$ cat config.mk
export PLATFORM = sky130hd
export DESIGN_NAME = serial_add_ctrl
export DESIGN_NICKNAME = d
export VERILOG_FILES = /design/src/rtl/serial_add_ctrl.sv
export SDC_FILE = /design/constraint.sdc
export NUM_CORES = 1
export LEC_CHECK = 0
export ABC_AREA = 1
export ABC_CLOCK_PERIOD_IN_PS = 1500
export CAP_MARGIN = 20
export CORE_AREA = 2 2 77 79
export DETAILED_ROUTE_END_ITERATION = 12
export DIE_AREA = 0 0 79 81
export GPL_TIMING_DRIVEN = 0
export PLACE_DENSITY_LB_ADDON = 0.1
export SLEW_MARGIN = 20
export SYNTH_ARGS = -nofsm -noshare
export SYNTH_HDL_FRONTEND = slang
export SYNTH_SLANG_ARGS = --single-unit
export TNS_END_PERCENT = 20
$ cat constraint.sdc
create_clock -name i_clk -period 1.5 [get_ports i_clk]
set_input_delay 0.375 -clock i_clk [delete_from_list [all_inputs] [get_ports i_clk]]
set_output_delay 0.375 -clock i_clk [all_outputs]
set_load 0.01 [all_outputs]
$ cat src/rtl/serial_add_ctrl.sv
// Bit-serial adder with its sequencer: loads A/B/Cin on Start, shifts WIDTH cycles LSB-first,
// then publishes {Cout,Sum} with a one-cycle Done pulse.
module serial_add_ctrl #(
    parameter int unsigned WIDTH = 8
) (
    input  logic             i_clk,
    input  logic             i_rst_n,
    input  logic             i_start,
    input  logic [WIDTH-1:0] i_a,
    input  logic [WIDTH-1:0] i_b,
    input  logic             i_cin,
    output logic             o_busy,
    output logic             o_done,
    output logic [WIDTH-1:0] o_sum,
    output logic             o_cout
);

    localparam int unsigned CntW = ($clog2(WIDTH) > 1) ? $clog2(WIDTH) : 1;
    localparam logic [CntW-1:0] LastCnt = CntW'(WIDTH - 1);

    typedef enum logic [1:0] {
        StIdle,
        StShift,
        StDone
    } state_e;

    state_e           r_state;
    logic [WIDTH-1:0] r_a;
    logic [WIDTH-1:0] r_b;
    logic [WIDTH-1:0] r_s;
    logic [WIDTH-1:0] r_sum;
    logic             r_c;
    logic             r_cout;
    logic             r_busy;
    logic             r_done;
    logic [CntW-1:0]  r_cnt;

    logic w_s;
    logic w_c;

    // 1-bit full adder on the operand LSBs and the carry flip-flop
    assign w_s = r_a[0] ^ r_b[0] ^ r_c;
    assign w_c = (r_a[0] & r_b[0]) | (r_a[0] & r_c) | (r_b[0] & r_c);

    always_ff @(posedge i_clk or negedge i_rst_n) begin
        if (!i_rst_n) begin
            r_state <= StIdle;
            r_a     <= '0;
            r_b     <= '0;
            r_s     <= '0;
            r_sum   <= '0;
            r_c     <= 1'b0;
            r_cout  <= 1'b0;
            r_busy  <= 1'b0;
            r_done  <= 1'b0;
            r_cnt   <= '0;
        end else begin
            unique case (r_state)
                StIdle: begin
                    if (i_start) begin
                        r_a     <= i_a;
                        r_b     <= i_b;
                        r_c     <= i_cin;
                        r_cnt   <= '0;
                        r_busy  <= 1'b1;
                        r_state <= StShift;
                    end
                end
                StShift: begin
                    r_a   <= {1'b0, r_a[WIDTH-1:1]};
                    r_b   <= {1'b0, r_b[WIDTH-1:1]};
                    r_c   <= w_c;
                    r_s   <= {w_s, r_s[WIDTH-1:1]};
                    r_cnt <= r_cnt + CntW'(1);
                    // Final shift: publish the completed word, including this cycle's bit
                    if (r_cnt == LastCnt) begin
                        r_sum   <= {w_s, r_s[WIDTH-1:1]};
                        r_cout  <= w_c;
                        r_done  <= 1'b1;
                        r_state <= StDone;
                    end
                end
                StDone: begin
                    r_done  <= 1'b0;
                    r_busy  <= 1'b0;
                    r_state <= StIdle;
                end
                default: begin
                    r_done  <= 1'b0;
                    r_busy  <= 1'b0;
                    r_state <= StIdle;
                end
            endcase
        end
    end

    assign o_busy = r_busy;
    assign o_done = r_done;
    assign o_sum  = r_sum;
    assign o_cout = r_cout;

endmodule

==> metrics.cfg <==
[status]
status = complete, no violations

[worst_setup_path]
cpMaxStageDelayCell = dfrtp_1
cp_num_buf_inv = 1
critPathMaxFanout = 2
crit_type = flop to output port
arrival_ns = 0.98
critPathRequiredTime_ns = 1.12
crit_family = flip-flops
critPathMaxStageDelay_ns = 0.39
cp_cell_sequence = dlygate4sd2_1
end_kind = output port
start_kind = flop

[clock_network]
worstSkewPairLatency_ns = 0.30
cts_tree = yes
path_clk_slew_ns = 0.09
cts_root_buf = clkbuf_8
cts_sinks = 40
cts_inserted_buffers = 5
clk_path_buf_depth = 2
cts_max_level = 2

[detailed_routing]
first_pass_iters = 4
num_vias = 1425
ant_nets = 0
drt_iter0_drc = 54
drc = 0
viasPerCell = 4.216
wire_per_inst_um = 11.14
wirelength_um = 3764

[grt]
grt_pass1_wl_um = 6603
grt_pass1_vias = 1424
grt_use_total_pct = 13.38
grt_max_degree = 24
gr-total-overflow = 0
antenna_found_initial = 0

[synth]
netlist.area_leader.share_pct = 53.23
synth_cells = 224
syn_nets = 247
synth_ff_type = dfrtp_1
yosysMostFrequentCell = nand2_1
synth_edf_count = 0
synth_area_leader_cell = dfrtp_1
ys_top_cells_by_area = dfrtp_1 53%, nand2_1 18%, inv_1 7.8%, nand3_1 4.5%, o21ai_2 3.7%
syn_area_mm2 = 0.001881
ys_types = 21
avgSynthCellArea_um2 = 8.395
synth-seq-area-share_pct = 53.23
yosysWarnings = 0
ys_ff_latch = 40
synth_top_cells_by_count = 88 x nand2_1, 40 x dfrtp_1, 39 x inv_1, 17 x nand3_1, 10 x o21ai_0
async_reset_ff_share_pct = 100.0

[power_and_ir_drop]
combPwrFrac_pct = 41.0
peakVddDrop_mv = 0.8119
leakagePower_nw = 1.309
power.switching_mw = 1.737
power_frac_seq_pct = 39.5
power_density_mw_per_mm2 = 1920
intPower_mw = 2.855
switching_share_pct = 37.83
power.total_mw = 4.593
p_clk_share_pct = 19.5

[floorplanning]
rows = 28
die_w_um = 79
core_area_mm2 = 0.005675
pin_count = 31
dieHeight_um = 81
start_util_pct = 33.13
dieArea_mm2 = 0.006399

[cells_and_area]
seq_area_mm2 = 0.001001
nets = 285
diodes = 0
design_area_mm2 = 0.002392
fillers = 613
layout-drive-gt1-share_pct = 12.17
multi_input_area_um2 = 638.1
syn_to_final_growth_pct = 27.21

[timing]
worst_pin_slew_ns = 0.4930
hold_viol = 0
rsz0062_at_grt = no
slew_headroom_pct = 67.13
min_period_ns = 1.350
finClkSkew_ns = 0.01359
slew_viol_final = 0
max_freq_mhz = 740.6
tns_ns = 0
setup_violations = 0
finalCritPeriodShare_pct = 90.02

[run]
drv_cap = 0

[placement]
dpl_cell_area_mm2 = 0.002290
gp_congestion = 0.7059
hpwlAfterDp_um = 2630
port_buffers = 30

[hold_path]
hold_path_class = primary input to async pin

worst paths after layout:
path	startpoint	end	slack, ns	cells past startpoint
worst max-delay path	o_sum[7]$_DFFE_PN0P_	o_sum[7]	0.15	1
worst min-delay path	i_rst_n	r_a[7]$_DFFE_PN0P_	0.03	1
worst max register to register	r_cnt[0]$_DFFE_PN0P_	o_sum[0]$_DFFE_PN0P_	0.16	6
worst min register to register	r_a[6]$_DFFE_PN0P_	r_a[6]$_DFFE_PN0P_	0.48	2
max in group asynchronous	i_rst_n	r_b[5]$_DFFE_PN0P_	1.00	2
min in group i_clk	r_a[6]$_DFFE_PN0P_	r_a[6]$_DFFE_PN0P_	0.48	2
repair_timing:
action	in CTS	in global routing
gates resized for setup	11	0
hold buffers	0	0
endpoints found under the setup margin	11	0
setup buffers	0	0
endpoints found under the hold margin	0	0
cells by family after synthesis:
| group | share of synthesized area [%] |
|---|---|
| AOI/OAI and AO/OA | 6.920 |
| DFF | 53.23 |
| adders and majority gates | 2.395 |
| buffers and inverters | 12.84 |
| and+or+nand+nor | 24.62 |
sequential cells by signal (all words and copies together), names as in the netlist:
signal / count
o_sum: 8
r_a: 8
r_b: 8
r_s: 7
r_cnt: 3
r_state: 2
o_busy: 1
o_cout: 1
o_done: 1
r_c: 1
power by group through the flow:
stage,Sequential [mW],Combinational (mW),Clock [mW]
2_1_floorplan,1.86,1.30,0
3_3_place_gp,1.84,1.99,0
3_5_place_dp,1.84,2.03,0
4_1_cts,1.82,1.94,0.928
5_1_grt,1.88,2.19,0.961
6_report,1.81,1.88,0.896
through the flow:
| step | setup WS, ns | util (%) | hold WS [ns] | cells |
|---|---|---|---|---|
| CTS | 0.1380 | 42.15 | 0.04582 | 338 |
| floorplan | 0.2868 | - | 0.07941 | 224 |
| global placement | -1.099 | 40.08 | 0.4584 | 329 |
| global route | 0.04792 | 42.15 | 0.05292 | 338 |
| detailed placement | -0.08443 | 40.34 | 0.3607 | 330 |
| finish | 0.1497 | 42.15 | 0.02804 | 338 |
routing by layer:
| layer | track usage [%] | vias to the layer above | share of wire, % |
|---|---|---|---|
| li1 | - | 743 | - |
| met5 | 0 | - | 0 |
| met4 | 4.655 | 0 | 0.90 |
| met1 | 17.41 | 662 | 49 |
| met3 | 3.556 | 2 | 4.2 |
| met2 | 21.69 | 18 | 46 |
cell usage in the layout (no fill, tap or decap), types with 3 or more instances in the layout:
cell              n
dlygate4sd2_1    11
dfrtp_1          40
nand2_1          88
o21ai_2           8
nand3_1          17
buf_6             3
clkbuf_8          6
inv_1            39
o21ai_0          10
clkdlybuf4s50_1  18
worst reg2reg max path, delay by kind of cell, from the launching register on:
family | cells | cell delay (ns)
and+or+nand+nor | 3 | 0.28
adders and majority gates | 2 | 0.43
DFF | 1 | 0.40
buffers and inverters | 1 | 0.19
layout make-up:
| type | instances | share of cell area, % |
|---|---|---|
| Buffer | 8 | 3.295 |
| Clock buffer | 5 | 2.877 |
| Clock inverter | 3 | 1.987 |
| Inverter | 42 | 6.799 |
| Multi-Input combinational cell | 134 | 26.67 |
| Sequential cell | 40 | 41.84 |
| Tap cell | 75 | 3.923 |
| Timing Repair Buffer | 31 | 12.60 |
No activity file was read; power rests on OpenSTA's default activity.
